--- src/rtl/pipe_defs_pkg.sv ---
// ---------------------------------------------------------------------------
// pipe_defs
//   Shared definitions for the ID->EX pipeline register and its hazard
//   detector:
//     CTRL_W  - width of the decoded control word
//     LD_BIT  - index of MEM_READ (load) inside the control word
//     WB_BIT  - index of REG_WRITE inside the control word
//     REG0    - architectural $zero specifier (never a real dependence)
//     upd_e   - per-edge update decision of the ID->EX register
//     upd_is_bubble() - true for the decisions that insert a bubble
// ---------------------------------------------------------------------------
package pipe_defs;

  localparam int CTRL_W = 12;
  localparam int LD_BIT = 3;
  localparam int WB_BIT = 0;

  localparam logic [4:0] REG0 = 5'd0;

  // What the ID->EX register does on the next rising edge, highest
  // priority first.
  typedef enum logic [2:0] {
    UPD_HOLD    = 3'd0,  // downstream stalled: keep everything
    UPD_FLUSH   = 3'd1,  // taken branch/jump: kill the ID instruction
    UPD_HAZARD  = 3'd2,  // load-use: bubble, ID re-presents next cycle
    UPD_IDLE    = 3'd3,  // ID holds no instruction: bubble
    UPD_CAPTURE = 3'd4   // move the ID instruction into EX
  } upd_e;

  function automatic logic upd_is_bubble(input upd_e upd);
    return (upd == UPD_FLUSH) || (upd == UPD_HAZARD) || (upd == UPD_IDLE);
  endfunction

endpackage : pipe_defs

--- src/rtl/load_use_detect.sv ---
// ---------------------------------------------------------------------------
// load_use_detect
//   Purely combinational load-use hazard equation. Raised when the
//   instruction in EX is a load whose destination (rt) is a source of the
//   real instruction currently in ID. $zero is never a dependence.
//   The result is suppressed while ex_stall is high because the front end
//   is already frozen by that stall.
//
// Ports
//   ex_valid  in   EX stage holds a real instruction
//   ex_ld     in   MEM_READ bit of the EX control word
//   ex_rt     in   rt specifier of the EX instruction (load destination)
//   id_valid  in   ID stage holds a real instruction
//   id_rs     in   rs specifier of the ID instruction
//   id_rt     in   rt specifier of the ID instruction
//   ex_stall  in   downstream stall (suppresses the hazard output)
//   hz_stall  out  freeze PC and IF/ID this cycle
// ---------------------------------------------------------------------------
module load_use_detect
  import pipe_defs::*;
(
  input  logic       ex_valid,
  input  logic       ex_ld,
  input  logic [4:0] ex_rt,
  input  logic       id_valid,
  input  logic [4:0] id_rs,
  input  logic [4:0] id_rt,
  input  logic       ex_stall,
  output logic       hz_stall
);

  logic rt_nonzero;
  logic src_match;
  logic raw_hazard;

  always_comb begin
    rt_nonzero = (ex_rt != REG0);
    src_match  = (ex_rt == id_rs) || (ex_rt == id_rt);
    raw_hazard = ex_valid & ex_ld & id_valid & rt_nonzero & src_match;
    hz_stall   = raw_hazard & ~ex_stall;
  end

endmodule : load_use_detect

--- src/rtl/id_ex_pipe_reg.sv ---
// ---------------------------------------------------------------------------
// id_ex_pipe_reg
//   ID->EX pipeline register of the 6-stage MIPS core. Latches PC+4, rs/rt
//   read data, the sign-extended immediate (unmodified), the register
//   specifiers and the decoded control word into EX. Hosts the load-use
//   hazard detector that freezes IF/ID and injects one bubble into EX.
//
// Parameters
//   CTRL_W  width of the control word
//   LD_BIT  MEM_READ bit index in the control word
//   WB_BIT  REG_WRITE bit index in the control word
//
// Ports
//   clk, rst_n                        clock (rising edge), async active-low reset
//   id_valid                          ID holds a real instruction
//   id_pc4/id_rs_data/id_rt_data/id_imm_ext  32-bit ID fields
//   id_rs/id_rt/id_rd                 5-bit register specifiers
//   id_ctrl                           decoded control word
//   ex_stall                          downstream cannot accept: hold EX
//   flush                             taken branch/jump: kill ID->EX move
//   hz_stall                          load-use hazard (combinational)
//   ex_valid                          EX holds a real instruction
//   ex_pc4/ex_rs_data/ex_rt_data/ex_imm      registered 32-bit fields
//   ex_rs/ex_rt/ex_rd                 registered specifiers
//   ex_ctrl                           registered control, zero in a bubble
//   bubble_cnt, stall_cnt             only with ID_EX_PERF_CNT_EN defined:
//                                     bubbles inserted / ex_stall edges,
//                                     both wrapping 32-bit counters
//
// Flow control
//   The EX slot is "valid" when ex_valid=1. ex_stall is the only
//   back-pressure: while it is high nothing in EX changes and flush is
//   ignored (the branch unit must reassert it). Otherwise the slot either
//   takes the ID instruction (id_valid=1, no flush, no hazard) or becomes a
//   bubble. A bubble always carries ex_ctrl=0 and zeroed data so nothing
//   downstream can write a register or start a load from it.
// ---------------------------------------------------------------------------
module id_ex_pipe_reg #(
  parameter int CTRL_W = pipe_defs::CTRL_W,
  parameter int LD_BIT = pipe_defs::LD_BIT,
  parameter int WB_BIT = pipe_defs::WB_BIT
) (
  input  logic              clk,
  input  logic              rst_n,
  input  logic              id_valid,
  input  logic [31:0]       id_pc4,
  input  logic [31:0]       id_rs_data,
  input  logic [31:0]       id_rt_data,
  input  logic [31:0]       id_imm_ext,
  input  logic [4:0]        id_rs,
  input  logic [4:0]        id_rt,
  input  logic [4:0]        id_rd,
  input  logic [CTRL_W-1:0] id_ctrl,
  input  logic              ex_stall,
  input  logic              flush,
  output logic              hz_stall,
  output logic              ex_valid,
  output logic [31:0]       ex_pc4,
  output logic [31:0]       ex_rs_data,
  output logic [31:0]       ex_rt_data,
  output logic [31:0]       ex_imm,
  output logic [4:0]        ex_rs,
  output logic [4:0]        ex_rt,
  output logic [4:0]        ex_rd,
  output logic [CTRL_W-1:0] ex_ctrl
`ifdef ID_EX_PERF_CNT_EN
  ,
  output logic [31:0]       bubble_cnt,
  output logic [31:0]       stall_cnt
`endif
);

  import pipe_defs::*;

  // Control bit indices must land inside the control word.
  if ((LD_BIT >= CTRL_W) || (WB_BIT >= CTRL_W) || (LD_BIT == WB_BIT)) begin : g_bad_idx
    $error("id_ex_pipe_reg: control bit index out of range or overlapping");
  end

  // -------------------------------------------------------------------------
  // State
  // -------------------------------------------------------------------------
  logic              ex_valid_q,   ex_valid_d;
  logic [31:0]       ex_pc4_q,     ex_pc4_d;
  logic [31:0]       ex_rs_data_q, ex_rs_data_d;
  logic [31:0]       ex_rt_data_q, ex_rt_data_d;
  logic [31:0]       ex_imm_q,     ex_imm_d;
  logic [4:0]        ex_rs_q,      ex_rs_d;
  logic [4:0]        ex_rt_q,      ex_rt_d;
  logic [4:0]        ex_rd_q,      ex_rd_d;
  logic [CTRL_W-1:0] ex_ctrl_q,    ex_ctrl_d;

  upd_e upd;

  // -------------------------------------------------------------------------
  // Load-use hazard: uses only registered EX state and the ID inputs, so
  // there is no combinational path from the downstream stall into the
  // register's own next-state except through the suppression term.
  // -------------------------------------------------------------------------
  load_use_detect u_load_use_detect (
    .ex_valid (ex_valid_q),
    .ex_ld    (ex_ctrl_q[LD_BIT]),
    .ex_rt    (ex_rt_q),
    .id_valid (id_valid),
    .id_rs    (id_rs),
    .id_rt    (id_rt),
    .ex_stall (ex_stall),
    .hz_stall (hz_stall)
  );

  // -------------------------------------------------------------------------
  // Update decision, highest priority first.
  // -------------------------------------------------------------------------
  always_comb begin
    if (ex_stall) begin
      upd = UPD_HOLD;
    end else if (flush) begin
      upd = UPD_FLUSH;
    end else if (hz_stall) begin
      upd = UPD_HAZARD;
    end else if (!id_valid) begin
      upd = UPD_IDLE;
    end else begin
      upd = UPD_CAPTURE;
    end
  end

  // -------------------------------------------------------------------------
  // Next-state for the EX fields.
  // -------------------------------------------------------------------------
  always_comb begin
    ex_valid_d   = ex_valid_q;
    ex_pc4_d     = ex_pc4_q;
    ex_rs_data_d = ex_rs_data_q;
    ex_rt_data_d = ex_rt_data_q;
    ex_imm_d     = ex_imm_q;
    ex_rs_d      = ex_rs_q;
    ex_rt_d      = ex_rt_q;
    ex_rd_d      = ex_rd_q;
    ex_ctrl_d    = ex_ctrl_q;

    case (upd)
      UPD_HOLD: begin
        // keep everything
      end
      UPD_CAPTURE: begin
        ex_valid_d   = 1'b1;
        ex_pc4_d     = id_pc4;
        ex_rs_data_d = id_rs_data;
        ex_rt_data_d = id_rt_data;
        ex_imm_d     = id_imm_ext;
        ex_rs_d      = id_rs;
        ex_rt_d      = id_rt;
        ex_rd_d      = id_rd;
        ex_ctrl_d    = id_ctrl;
      end
      default: begin
        // Bubble. Data fields are zeroed as well so a bubble is fully
        // deterministic and cannot alias a real load in the detector.
        ex_valid_d   = 1'b0;
        ex_pc4_d     = '0;
        ex_rs_data_d = '0;
        ex_rt_data_d = '0;
        ex_imm_d     = '0;
        ex_rs_d      = '0;
        ex_rt_d      = '0;
        ex_rd_d      = '0;
        ex_ctrl_d    = '0;
      end
    endcase
  end

  always_ff @(posedge clk or negedge rst_n) begin
    if (!rst_n) begin
      ex_valid_q   <= 1'b0;
      ex_pc4_q     <= '0;
      ex_rs_data_q <= '0;
      ex_rt_data_q <= '0;
      ex_imm_q     <= '0;
      ex_rs_q      <= '0;
      ex_rt_q      <= '0;
      ex_rd_q      <= '0;
      ex_ctrl_q    <= '0;
    end else begin
      ex_valid_q   <= ex_valid_d;
      ex_pc4_q     <= ex_pc4_d;
      ex_rs_data_q <= ex_rs_data_d;
      ex_rt_data_q <= ex_rt_data_d;
      ex_imm_q     <= ex_imm_d;
      ex_rs_q      <= ex_rs_d;
      ex_rt_q      <= ex_rt_d;
      ex_rd_q      <= ex_rd_d;
      ex_ctrl_q    <= ex_ctrl_d;
    end
  end

  assign ex_valid   = ex_valid_q;
  assign ex_pc4     = ex_pc4_q;
  assign ex_rs_data = ex_rs_data_q;
  assign ex_rt_data = ex_rt_data_q;
  assign ex_imm     = ex_imm_q;
  assign ex_rs      = ex_rs_q;
  assign ex_rt      = ex_rt_q;
  assign ex_rd      = ex_rd_q;
  assign ex_ctrl    = ex_ctrl_q;

`ifdef ID_EX_PERF_CNT_EN
  // -------------------------------------------------------------------------
  // Performance counters: bubbles inserted and downstream stall edges.
  // Both wrap naturally at 32 bits.
  // -------------------------------------------------------------------------
  logic [31:0] bubble_cnt_q, bubble_cnt_d;
  logic [31:0] stall_cnt_q,  stall_cnt_d;

  always_comb begin
    bubble_cnt_d = bubble_cnt_q;
    stall_cnt_d  = stall_cnt_q;
    if (upd_is_bubble(upd)) begin
      bubble_cnt_d = bubble_cnt_q + 32'd1;
    end
    if (upd == UPD_HOLD) begin
      stall_cnt_d = stall_cnt_q + 32'd1;
    end
  end

  always_ff @(posedge clk or negedge rst_n) begin
    if (!rst_n) begin
      bubble_cnt_q <= '0;
      stall_cnt_q  <= '0;
    end else begin
      bubble_cnt_q <= bubble_cnt_d;
      stall_cnt_q  <= stall_cnt_d;
    end
  end

  assign bubble_cnt = bubble_cnt_q;
  assign stall_cnt  = stall_cnt_q;
`endif

endmodule : id_ex_pipe_reg

--- config.mk ---
export PLATFORM = sky130hd
export DESIGN_NAME = id_ex_pipe_reg
export DESIGN_NICKNAME = d
export VERILOG_FILES = /design/src/rtl/pipe_defs_pkg.sv /design/src/rtl/load_use_detect.sv /design/src/rtl/id_ex_pipe_reg.sv
export SDC_FILE = /design/constraint.sdc
export NUM_CORES = 1
export LEC_CHECK = 0
export ABC_AREA = 1
export BUFFER_PORTS_ARGS = -buffer_cell sky130_fd_sc_hd__buf_2
export CORE_AREA = 2 2 122 124
export CTS_BUF_LIST = sky130_fd_sc_hd__clkbuf_16
export DETAILED_ROUTE_END_ITERATION = 10
export DIE_AREA = 0 0 124 126
export PLACE_DENSITY = 0.89
export SLEW_MARGIN = 20
export SYNTH_ARGS = -nofsm -noshare
export SYNTH_HDL_FRONTEND = slang
export SYNTH_SLANG_ARGS = --single-unit
--- constraint.sdc ---
create_clock -name clk -period 1.68 [get_ports clk]
set_clock_uncertainty 0.1 [all_clocks]
set_input_delay 0.168 -clock clk [delete_from_list [all_inputs] [get_ports clk]]
set_output_delay 0.168 -clock clk [all_outputs]
set_load 0.005 [all_outputs]
==> summary.txt <==
=========================================================================
Result of the run                                            finished, violations left
Violations in the final reports                              negative setup slack
Most numerous cell in the Yosys netlist                      sky130_fd_sc_hd__nand2_1
Top-area cell type share of the netlist area                        0.609
PD cells                                                       922 nW/um2
Later-pin clock latency in the skew report                        0.42 ns
Worst Tran Pin Value                                             0.704 ns
DRC viols                                                               0
GRT Resource Usage Total                                            0.317
Relative slew slack                                                 0.531
Overflow left after global routing                                      0
HPWL after detailed placement                                   12,400 um
Gp weighted congestion                                              0.833
Worst R2R Start                                              ex_rt[1]$_DFFE_PN0P_
Number of buffers on the longest clock path                             2
Hold/Removal Path Class                                          in2async
Total of max-cap violations                                             0
Placed cells                                                        1,192
Remaining antenna violation count after routing                         0
Path length in cells of the critical path                               8
Worst endpoint required time                                      1.41 ns
DRC violation total after the first TritonRoute iteration             675
Endpoint type of the worst setup path                         output port
Clock group share of total power                                    0.443
Relative contribution of sequential cells to total power            0.426
Proportion of power drawn by combinational gates                    0.132
Worst-case vdd ir drop                                           0.579 mV
EDFF count, synth                                                       0
Fin crit share                                                       1.12
Area enclosed by the die boundary                              15,600 um2
Commonest cells in the synthesized netlist                   sky130_fd_sc_hd__nand2_1 (334), sky130_fd_sc_hd__nand3_1 (157), sky130_fd_sc_hd__dfrtp_1 (156)
Placement Cell Area                                              8120 um2
Pin count of the biggest net entering global routing                  158
Root Buffer Master                                           sky130_fd_sc_hd__clkbuf_16
Cell variety after synth                                               14
Static leakage                                                    6.14 nW
Core Rows                                                              44
WL per Instance                                                   17.9 um
Core area                                                      14,300 um2
Post-detailed-route via-to-cell ratio                                5.29
NetSw                                                             2.38 mW
Critical path's top delay family                             simple AND/OR/NAND/NOR gates
Master of the slowest instance on the critical path          sky130_fd_sc_hd__dfrtp_1
Design Area, Final                                             10,500 um2
Startpoint type of the worst setup path                         flip-flop
Setup slack of the critical path after layout                   -0.196 ns
RR Endpoint                                                  ex_imm[25]$_DFFE_PN0P_
Min Clock Period, post-route                                      1.88 ns
Cells on worst reg2reg path                                            11
Maximum clock frequency                                           533 MHz
Clock tree from TritonCTS                                             yes
Switching Share                                                     0.247
Worst R2R Setup Slack                                            -0.16 ns
Layout-stage area growth over the synthesis result                  63.1%
RSZ-0062 raised after global routing                                  yes
Detailed Route WL                                               24,800 um
Initial antenna violation count                                         0
IO Pins                                                               317
Synthesized area                                                 6410 um2
Final number of setup-violating endpoints                             139
Category of the critical setup timing path                        reg2out
Global-route wire length before repair                          38,000 um
Share of flip-flops with an asynchronous set or reset                1.00
Total Nets Final                                                    1,350
Worst path max stage delay                                        0.44 ns
Cell taking the most area after synthesis                    sky130_fd_sc_hd__dfrtp_1
Syn nets                                                              889
Via Count                                                           7,333
Cells along the critical path                                nand2_1 > nand2_1 > nor2_1 > nand3_1 > nand2_2 > nand2_4 > nor2_4 > buf_2
Post-synthesis sequential area ratio                                0.609
Cell internal power dissipation                                   7.27 mW
Flops & latches, synth                                                156
Commonest register cell after synthesis                      sky130_fd_sc_hd__dfrtp_1
Via count of the first global-routing pass                          7,607
Fin cells                                                           1,387
Number of buffers added on ports                                      316
Number of instances in the synthesized netlist                        729
Cell repeated most along the worst path                      sky130_fd_sc_hd__nand2_1
Share of cells above drive strength 1                               0.321
Top cells by area, synth                                     sky130_fd_sc_hd__dfrtp_1 (61%), sky130_fd_sc_hd__nand2_1 (20%), sky130_fd_sc_hd__nand3_1 (12%)
Antenna diode count                                                     0
WP buf/inv                                                              1
Setup Total Neg Slack                                            -9.83 ns
Initial Util                                                        0.448
Number of max-slew violations in the final report                       0
Mean post-synth cell area                                        8.80 um2
Source of the critical timing path                           ex_rt[4]$_DFFE_PN0P_
Number of CTS-inserted buffers                                         17
Overall die width                                                  124 um
Worst-path maximum fanout                                               5
Number of warnings reported in the yosys synthesis log                  0
Clock sinks                                                           156
CTS clk-pin slew, worst paths                                     0.07 ns
CP arrival                                                        1.61 ns
DR pass1 iterations                                                     5
Number of hold-slack violations in the final timing report              0
Depth of the CTS H-tree                                                 4
Height of the die                                                  126 um
=========================================================================
-- cells by family (layout without fill, tap and decap cells) --
family                 count (synthesis)  after routing  share of synthesized area
AND/OR/NAND/NOR                      505            505                      0.329
buffers and inverters                 66            540                     0.0599
XOR/XNOR                               2              2                    0.00273
flip-flops                           156            156                      0.609
-- worst max path at each step --
stage / endpoint / slack, ns
final: hz_stall / -0.20
after global routing: hz_stall / -0.30
after CTS: hz_stall / -0.19
after detailed placement: ex_rt_data[13]$_DFFE_PN0P_ / -0.06
after global placement: ex_imm[14]$_DFFE_PN0P_ / 0.03
after floorplan: ex_rs_data[0]$_DFFE_PN0P_ / 0.23
-- state kept, by name, indices dropped and copies added (netlist names) --
| register | count |
|---|---|
| ex_rs_data | 32 |
| ex_ctrl | 12 |
| ex_rs | 5 |
| ex_valid | 1 |
| ex_rt_data | 32 |
| ex_pc4 | 32 |
| ex_rd | 5 |
| ex_rt | 5 |
| ex_imm | 32 |
-- repair_timing --
| action | CTS | global route |
|---|---|---|
| endpoints found under the setup margin | 63 | 156 |
| resized for setup | 6 | 14 |
| pin swaps | 5 | 2 |
| setup buffers | 5 | 1 |
| endpoints found under the hold margin | 311 | 0 |
| cloned | 1 | 0 |
| hold buffers | 156 | 0 |
-- cell usage in the layout, fill, tap and decap left out, types with 3 or more instances in the layout --
cell type	instances
sky130_fd_sc_hd__inv_2	3
sky130_fd_sc_hd__buf_12	6
sky130_fd_sc_hd__dfrtp_2	3
sky130_fd_sc_hd__nor2_1	7
sky130_fd_sc_hd__nand2_1	331
sky130_fd_sc_hd__clkbuf_16	17
sky130_fd_sc_hd__dlygate4sd3_1	156
sky130_fd_sc_hd__buf_4	13
sky130_fd_sc_hd__inv_1	11
sky130_fd_sc_hd__nand3_1	154
sky130_fd_sc_hd__bufinv_16	5
sky130_fd_sc_hd__buf_2	314
sky130_fd_sc_hd__nand2_2	3
sky130_fd_sc_hd__dfrtp_1	153
sky130_fd_sc_hd__buf_6	4
sky130_fd_sc_hd__clkinv_4	4
-- per-stage QoR --
stage | hold slack (ns) | power (mW) | setup WS (ns) | utilization
after floorplan | -0.228 | 4.47 | 0.226 | -
after global placement | 0.0143 | 5.03 | 0.0276 | 0.567
after detailed placement | 0.0148 | 5.06 | -0.0584 | 0.567
after CTS | 0.129 | 9.56 | -0.187 | 0.728
after global routing | 0.193 | 9.98 | -0.301 | 0.731
final | 0.157 | 9.65 | -0.196 | 0.731
-- power groups by stage --
| stage | Combinational (mW) | Clock (mW) | Sequential (mW) |
|---|---|---|---|
| detailed placement | 0.910 | 0 | 4.15 |
| finish | 1.27 | 4.27 | 4.10 |
| CTS | 1.20 | 4.28 | 4.08 |
| floorplan | 0.304 | 0 | 4.16 |
| global route | 1.39 | 4.47 | 4.12 |
| global placement | 0.883 | 0 | 4.14 |
-- worst register-to-register path, cell delays in order (launching register included) --
cell and delay (ns):
sky130_fd_sc_hd__dfrtp_2 0.45, sky130_fd_sc_hd__inv_2 0.07, sky130_fd_sc_hd__nand2_1 0.05, sky130_fd_sc_hd__nand2_1 0.07, sky130_fd_sc_hd__nor2_1 0.05, sky130_fd_sc_hd__nand3_1 0.08
sky130_fd_sc_hd__nand2_2 0.08, sky130_fd_sc_hd__nand2_4 0.10, sky130_fd_sc_hd__buf_4 0.23, sky130_fd_sc_hd__buf_16 0.22, sky130_fd_sc_hd__nand3_1 0.14, sky130_fd_sc_hd__nand2_1 0.12
-- per-layer routing --
layer / part of all wire / vias to the layer above / track usage
met2: 0.49 / 553 / 0.526
met3: 0.099 / 136 / 0.102
met4: 0.064 / 0 / 0.223
met5: 0 / - / 0
met1: 0.35 / 3413 / 0.339
li1: - / 3231 / -
-- cell type report --
type / count / area [um2]
sequential: 156 / 3910
inverter: 13 / 48.8
multi-input combinational: 507 / 2180
timing repair buffer: 495 / 3450
tap: 184 / 230
fill: 881 / 3850
clock buffer: 17 / 425
clock inverter: 15 / 220
Note: power is estimated with default switching activity, not from simulation.
